## config.mk

```make
export PLATFORM = sky130hd
export DESIGN_NAME = midi_voice_controller
export DESIGN_NICKNAME = d
export VERILOG_FILES = /design/src/rtl/midi_voice_controller.sv
export SDC_FILE = /design/constraint.sdc
export NUM_CORES = 1
export LEC_CHECK = 0
export ABC_AREA = 1
export CORE_MARGIN = 2
export CORE_UTILIZATION = 39
export DETAILED_ROUTE_END_ITERATION = 16
export PLACE_DENSITY_LB_ADDON = 0.1
export SYNTH_ARGS = -nofsm -noshare
export SYNTH_HDL_FRONTEND = slang
export SYNTH_SLANG_ARGS = --single-unit
```

## constraint.sdc

```tcl
create_clock -name clk -period 1.84 [get_ports clk]
set_clock_uncertainty 0.05 [all_clocks]
set_input_delay 0.368 -clock clk [delete_from_list [all_inputs] [get_ports clk]]
set_output_delay 0.368 -clock clk [all_outputs]
set_load 0.05 [all_outputs]
```

## src/rtl/midi_voice_controller.sv

```systemverilog
// MIDI voice controller: parses a received MIDI byte stream (running status, realtime
// interleave, system-common abort) and drives a single monophonic voice.
//
// Parameters:
//   OMNI           - 1: accept every channel; 0: accept only status channel == channel
//   AMPLITUDE_BITS - width of the amplitude output
// Ports:
//   clk        - system clock, rising edge
//   rst_n      - asynchronous active-low reset
//   rx_data    - received MIDI byte
//   rx_valid   - one-cycle strobe qualifying rx_data
//   channel    - listening channel (ignored when OMNI=1)
//   midi_data  - current note number, bit 7 always 0
//   amplitude  - note-on velocity, left-justified with MSB replication
//   enable     - gate, high while a note is held
//   note_event - one-cycle pulse when a message changes the voice outputs
module midi_voice_controller #(
   parameter int unsigned OMNI           = 0,
   parameter int unsigned AMPLITUDE_BITS = 8
) (
   input  logic                      clk,
   input  logic                      rst_n,
   input  logic [7:0]                rx_data,
   input  logic                      rx_valid,
   input  logic [3:0]                channel,
   output logic [7:0]                midi_data,
   output logic [AMPLITUDE_BITS-1:0] amplitude,
   output logic                      enable,
   output logic                      note_event
);

   typedef enum logic [1:0] {StIdle, StWaitD1, StWaitD2} state_e;

   state_e                    state_q, state_d;
   logic [7:0]                status_q, status_d;
   logic [6:0]                d1_q, d1_d;
   logic [6:0]                note_q, note_d;
   logic [AMPLITUDE_BITS-1:0] amp_q, amp_d;
   logic                      en_q, en_d;
   logic                      event_q, event_d;

   logic [AMPLITUDE_BITS-1:0] scaled;
   logic                      chan_match;

   // Velocity in rx_data[6:0] left-justified, its MSBs repeated down into the LSBs.
   always_comb begin
      scaled = '0;
      for (int i = 0; i < int'(AMPLITUDE_BITS); i++) begin
         scaled[i] = rx_data[6 - ((int'(AMPLITUDE_BITS) - 1 - i) % 7)];
      end
   end

   assign chan_match = (OMNI != 0) || (status_q[3:0] == channel);

   always_comb begin
      state_d  = state_q;
      status_d = status_q;
      d1_d     = d1_q;
      note_d   = note_q;
      amp_d    = amp_q;
      en_d     = en_q;
      event_d  = 1'b0;

      if (rx_valid) begin
         if (rx_data[7]) begin
            if (rx_data[7:4] != 4'hF) begin
               // Channel voice status: becomes running status, aborts any partial message.
               status_d = rx_data;
               state_d  = StWaitD1;
            end else if (!rx_data[3]) begin
               // System common: running status is lost.
               status_d = '0;
               state_d  = StIdle;
            end
            // Realtime (0xF8-0xFF) falls through untouched.
         end else begin
            unique case (state_q)
               StIdle: state_d = StIdle;
               StWaitD1: begin
                  d1_d = rx_data[6:0];
                  // Program change / channel pressure carry a single data byte.
                  state_d = (status_q[7:5] == 3'b110) ? StWaitD1 : StWaitD2;
               end
               StWaitD2: begin
                  state_d = StWaitD1;
                  if (chan_match) begin
                     if (status_q[7:4] == 4'h9 && rx_data[6:0] != 7'd0) begin
                        note_d  = d1_q;
                        amp_d   = scaled;
                        en_d    = 1'b1;
                        event_d = 1'b1;
                     end else if (status_q[7:4] == 4'h8 || status_q[7:4] == 4'h9) begin
                        if (en_q && d1_q == note_q) begin
                           en_d    = 1'b0;
                           event_d = 1'b1;
                        end
                     end else if (status_q[7:4] == 4'hB && d1_q == 7'd123) begin
                        if (en_q) begin
                           en_d    = 1'b0;
                           event_d = 1'b1;
                        end
                     end
                  end
               end
               default: state_d = StIdle;
            endcase
         end
      end
   end

   always_ff @(posedge clk or negedge rst_n) begin
      if (!rst_n) begin
         state_q  <= StIdle;
         status_q <= '0;
         d1_q     <= '0;
         note_q   <= '0;
         amp_q    <= '0;
         en_q     <= 1'b0;
         event_q  <= 1'b0;
      end else begin
         state_q  <= state_d;
         status_q <= status_d;
         d1_q     <= d1_d;
         note_q   <= note_d;
         amp_q    <= amp_d;
         en_q     <= en_d;
         event_q  <= event_d;
      end
   end

   assign midi_data  = {1'b0, note_q};
   assign amplitude  = amp_q;
   assign enable     = en_q;
   assign note_event = event_q;

endmodule

```

==> impl_metrics.json, run 1 <==
{
  "grt_pass1_wl_microns": 6472,
  "die_area_sq_um": 4958,
  "criticalPathCategory": "in2reg",
  "grt-ovfl-total": 0,
  "pre_cts_ws_ns": -0.1800,
  "worst_setup_path_end_kind": "register",
  "cts.sinks": 33,
  "core_sq_um": 4294,
  "multi_input_area_sq_um": 693.2,
  "synth-seq-area-share_pct": 48.00,
  "syn_area_sq_um": 1720,
  "hold_viol_final": 0,
  "via_per_inst": 4.494,
  "row_count": 24,
  "fin_crit_sh_pct": 92.00,
  "die_w_microns": 70.42,
  "htreeDepth": 2,
  "drv_cap": 0,
  "p_leak_uw": 0.001178,
  "netSwitchingPower_uw": 544.5,
  "cts-root-buf": "clkbuf_8",
  "required_ns": 1.96,
  "synth_cell_types": 23,
  "muxShareOfSynthArea_pct": 0,
  "rsz0062_at_grt": "false",
  "internal_power_uw": 1395,
  "worstSetupStartpoint": "rx_data[4]",
  "dp_hpwl_microns": 2728,
  "arrival_ns": 1.81,
  "dr_total_vias": 1465,
  "wire_per_inst_microns": 11.57,
  "p_seq_share_pct": 44.6,
  "syn_to_final_growth_pct": 31.85,
  "power_density_nw_per_um2": 855.1,
  "reg2reg_to": "amplitude[5]",
  "cts_tree": "done",
  "antenna_found_initial": 0,
  "avgSynthCellArea_sq_um": 7.785,
  "setup_viol_count_final": 0,
  "place_congestion": 0.7621,
  "ff2ff_path_depth": 8,
  "clk_pin_slew_worst_paths_ns": 0.07,
  "fp.dieH_microns": 70.42,
  "rr_startpoint": "state_q[0]",
  "remaining_drc_errors": 0,
  "seq_area_sq_um": 825.8,
  "synth_nets": 238,
  "hold_ws_ns": 0.4332,
  "io-pin-count": 33,
  "fin_nets": 290,
  "ant_nets": 0,
  "synth_top_family_by_area": "simple AND/OR/NAND/NOR gates",
  "status": "completed",
  "start_util_pct": 40.06,
  "comb_power_share_pct": 18.9,
  "swShare_pct": 28.07,
  "setup_slack_ns": 0.1472,
  "layout-drive-gt1-share_pct": 22.63,
  "period_needed_ns": 1.693,
  "clockBufferDepth": 2,
  "synth_top_cell_by_area": "dfrtp_1",
  "clock_latency_ns": 0.29,
  "max_freq_mhz": 590.7,
  "port_buffers": 31,
  "slew_violations": 0,
  "nFillCells": 430,
  "drt_iter0_markers": 56,
  "rrSetupSlack_ns": 0.20,
  "worstPathMaxFanout": 15,
  "syn-instance-count": 221,
  "grt_max_degree": 34,
  "n_antenna_cell": 0,
  "drt_first_pass_iters": 4,
  "start_kind": "primary input",
  "synth_xor_area_share_pct": 0.5091,
  "synth_top_area_share_pct": 48.00,
  "grt_use_total_pct": 16.89,
  "wirelength_microns": 3773,
  "synth_area_leaders": "dfrtp_1, nand2_1, inv_1, o21ai_2, o21ai_0",
  "yosys.area_share.adder_pct": 1.455,
  "min_path_type": "in2async",
  "cts_made_buffers": 5,
  "endpoint": "note_event",
  "vdd_drop_max_v": 0.0005317,
  "grt_pass1_vias": 1393,
  "synth_compound_area_share_pct": 13.82,
  "ys.warnings.count": 0,
  "pwr-share-clk_pct": 36.6,
  "synth_seq_cells": 33,
  "synth-simple-area-share_pct": 23.78
}
==> flip-flops by register name, summed over array words and instances (netlist names) <==
register	count
amplitude	7
state_q	2
status_q	8
note_q	7
note_event	1
d1_q	7
enable	1
==> area by class of cell <==
cell class	count	share of cell area, %
Inverter	42	6.950
Clock buffer	7	3.806
Sequential cell	33	36.40
Multi-Input combinational cell	141	30.56
Clock inverter	1	1.324
Tap cell	52	2.868
Timing Repair Buffer	50	18.09
==> routing by layer <==
layer | track usage (%) | routed length, microns
met2 | 25.05 | 1736
met3 | 3.896 | 120
met5 | 0 | 0
met1 | 23.39 | 1846
met4 | 7.692 | 70
==> power groups by stage <==
stage	Clock [uW]	Sequential [uW]	Combinational, uW
floorplan	0	870	238
global placement	0	879	368
detailed placement	0	879	370
CTS	728	866	371
global route	759	880	431
finish	709	865	366
==> cell families (layout without fill, tap and decap cells) <==
family	Yosys count	count (layout)
AND/OR/NAND/NOR	101	102
XOR/XNOR	1	1
other	1	1
adder cells (fa/ha/maj)	2	2
buffers and inverters	48	100
flip-flops	33	33
AO/OA/AOI/OAI	35	35
==> critical path, cell delays in order <==
cell and delay (ns):
clkdlybuf4s50_1 0.44, nor2_1 0.19, nand3_1 0.12, o21ai_1 0.24, or2_4 0.35, nand2_1 0.10
==> worst min-delay path by stage <==
stage                      start           end  depth (start not counted)
finish                     rst_n  amplitude[0]                          2
global route               rst_n     note_q[2]                          2
CTS                 amplitude[5]  amplitude[5]                          2
detailed placement  amplitude[5]  amplitude[5]                          2
global placement    amplitude[5]  amplitude[5]                          2
floorplan                  rst_n  amplitude[0]                          0
==> through the flow <==
| step | util, % | std cells | setup TNS [ns] | total power (uW) | area (sq um) |
|---|---|---|---|---|---|
| final | 52.83 | 326 | 0 | 1940 | 2268 |
| after global routing | 52.83 | 326 | 0 | 2070 | 2268 |
| after CTS | 52.62 | 325 | 0 | 1965 | 2260 |
| after detailed placement | 49.91 | 317 | -2.587 | 1249 | 2143 |
| after global placement | 49.91 | 317 | -2.462 | 1247 | 2143 |
| after floorplan | - | 221 | 0 | 1108 | 1720 |
==> timing repair <==
item	in CTS	in global routing
endpoints found under the hold margin	0	0
setup endpoints to repair	0	2
hold buffers	0	0
resized for setup	0	1
buffers inserted	0	0
==> cells in the final DEF, fill, tap and decap left out <==
| cell type | instances |
|---|---|
| nand2_1 | 73 |
| inv_1 | 40 |
| buf_4 | 36 |
| dfrtp_1 | 33 |
| o21ai_2 | 14 |
| clkdlybuf4s50_1 | 14 |
| nor2_1 | 13 |
| o21ai_0 | 12 |
| nand3_1 | 9 |
| o22ai_1 | 6 |
| clkbuf_8 | 6 |
| inv_2 | 2 |
| or2_4 | 2 |
| nor3_1 | 2 |
| ha_1 | 2 |
| xnor2_1 | 1 |
| nor3_2 | 1 |
| o21ai_1 | 1 |
| nand4_1 | 1 |
| and2_1 | 1 |
| a21oi_1 | 1 |
| o211ai_1 | 1 |
| conb_1 | 1 |
| bufinv_16 | 1 |
| clkbuf_1 | 1 |
==> cells in the mapped netlist <==
cell,instances
nor3_1,2
clkbuf_1,1
nand4_1,1
buf_4,2
inv_2,2
a21oi_1,1
buf_6,3
ha_1,2
o22ai_1,6
xnor2_1,1
o211ai_1,1
or2_4,1
nand3_1,9
dfrtp_1,33
nor2_1,13
inv_1,40
and2_1,1
nor3_2,1
o21ai_2,14
conb_1,1
o21ai_0,12
nand2_1,73
o21ai_1,1
No activity file was read; power rests on OpenSTA's default activity.
==> run 2, diff against run 1 <==
- CTS_CLUSTER_DIAMETER: default -> 100
- REMOVE_ABC_BUFFERS: default -> 1
==> run 2 against run 1 <==
Against the previous run:
- flip-flop and latch count is the same
- sequential share of layout area grew 0.37 points
- design area down 0.99%
- fmax rose by 3.7%
- setup slack improved by 0.061 ns
- cell count is 0.31% lower
- sequential power is essentially flat
- hold slack got worse by 0.0074 ns
- clock power decreased by 16%
- total power down 5.9%
- die area unchanged
- largest cell class unchanged
- largest power group unchanged
==> impl_metrics.json, run 2 (synthesis results as in run 1) <==
{
  "die_w_microns": 70.42,
  "power_density_nw_per_um2": 812.7,
  "grt-ovfl-total": 0,
  "fin_crit_sh_pct": 88.68,
  "rr_startpoint": "state_q[0]",
  "ff2ff_path_depth": 10,
  "fin_total_pwr_uw": 1825,
  "fin_nets": 289,
  "row_count": 24,
  "min_path_type": "in2async",
  "remaining_drc_errors": 0,
  "via_per_inst": 4.406,
  "top_register": "status_q",
  "start_kind": "primary input",
  "drv_cap": 0,
  "n_antenna_cell": 0,
  "final-instance-count-excl-fill": 325,
  "grt_use_met1_pct": 19.71,
  "antenna_found_initial": 0,
  "rrSetupSlack_ns": 0.22,
  "reg2reg_to": "enable",
  "largest_reg_flops": 8,
  "clock_latency_ns": 0.28,
  "pre_cts_ws_ns": -0.1446,
  "grt_use_total_pct": 15.38,
  "nFillCells": 415,
  "worstPathMaxFanout": 3,
  "final_common_cell": "nand2_1",
  "arrival_ns": 1.75,
  "port_buffers": 31,
  "drt_first_pass_iters": 4,
  "cts_made_buffers": 5,
  "final_cell_mix": "nand2_1, inv_1, buf_4",
  "cts.repair.resized": 0,
  "worst_setup_path_end_kind": "register",
  "wire_per_inst_microns": 11.08,
  "cts.sinks": 33,
  "htreeDepth": 2,
  "core_sq_um": 4294,
  "grt_max_degree": 34,
  "met2_usage_pct": 25.16,
  "holdBufCountCts": 0,
  "status": "completed",
  "drt_iter0_markers": 58,
  "hold_viol_final": 0,
  "clk_pin_slew_worst_paths_ns": 0.07,
  "setup_viol_count_final": 0,
  "cts-root-buf": "clkbuf_8",
  "criticalPathCategory": "in2reg",
  "grt.busiest_layer": "met2",
  "required_ns": 1.95,
  "clockBufferDepth": 2,
  "io-pin-count": 33,
  "layout-drive-gt1-share_pct": 22.71,
  "dp.cells": 316,
  "p_leak_uw": 0.001169,
  "start_util_pct": 40.06,
  "place_congestion": 0.7637,
  "grt_pass1_wl_microns": 6078,
  "wirelength_microns": 3602,
  "post_cts_buffers": 0,
  "slew_violations": 0,
  "worstSetupStartpoint": "channel[1]",
  "period_needed_ns": 1.632,
  "syn_to_final_growth_pct": 30.55,
  "die_area_sq_um": 4958,
  "max_freq_mhz": 612.8,
  "grt_pass1_vias": 1414,
  "setup_slack_ns": 0.2082,
  "dr_total_vias": 1432,
  "use_met3_pct": 4.906,
  "ant_nets": 0,
  "rsz0062_at_grt": "false",
  "vdd_drop_max_v": 0.0004909,
  "cts_tree": "done",
  "dp_hpwl_microns": 2606,
  "fp.dieH_microns": 70.42
}
run 2: worst max-delay path by stage:
stage              endpoint  slack, ns  depth (start not counted)
6_report             enable       0.21                         11
5_1_grt              enable      0.009                         10
4_1_cts        amplitude[4]       0.15                          9
3_5_place_dp   amplitude[4]      -0.14                          9
3_3_place_gp   amplitude[2]      -0.13                          9
2_1_floorplan  amplitude[0]       0.32                          8
run 2: final cells by class:
cell class	count	area (sq um)	area share [%]
tap	52	65.06	2.897
timing repair buffer	49	402.9	17.94
inverter	42	157.7	7.020
sequential	33	825.8	36.77
clock inverter	1	5.005	0.2228
multi-input combinational	141	693.2	30.86
clock buffer	7	96.34	4.290
run 2: where the power goes:
part	total, uW	switching (uW)	internal, uW
clock	597	259	338
combinational	364	213	151
sequential	865	62.6	802
total	1830	534	1290
run 2: worst max-delay path, cell delays in order:
cell and delay (ns):
clkdlybuf4s50_1 0.47, inv_1 0.04, nand2_1 0.04, nand2_1 0.05
nor2_1 0.12, nand3_1 0.15, buf_4 0.17, nor2_1 0.14
nand2_1 0.08, nand2_1 0.06, nand2_1 0.05
run 2: metrics by stage:
stage               setup TNS, ns  hold WS, ns  utilization [%]  cell area [sq um]
finish                          0       0.4258            52.30               2246
global route                    0       0.4650            52.30               2246
CTS                             0       0.4384            52.10               2237
detailed placement         -2.061       0.4229            49.74               2136
global placement           -1.802       0.4234            49.74               2136
floorplan                       0      0.02241                -               1668
run 2: per-layer routing:
layer | vias up | wire [microns] | part of all wire [%]
met3 | 2 | 122 | 3.4
met1 | 631 | 1748 | 49
li1 | 780 | - | -
met4 | 0 | 13 | 0.36
met5 | - | 0 | 0
met2 | 19 | 1718 | 48
==> run 3, diff against run 2 <==
- SKIP_CTS_REPAIR_TIMING: default -> 1
==> results of run 3 <==
The final DEF is identical to that of run 2; final timing and power are the same.
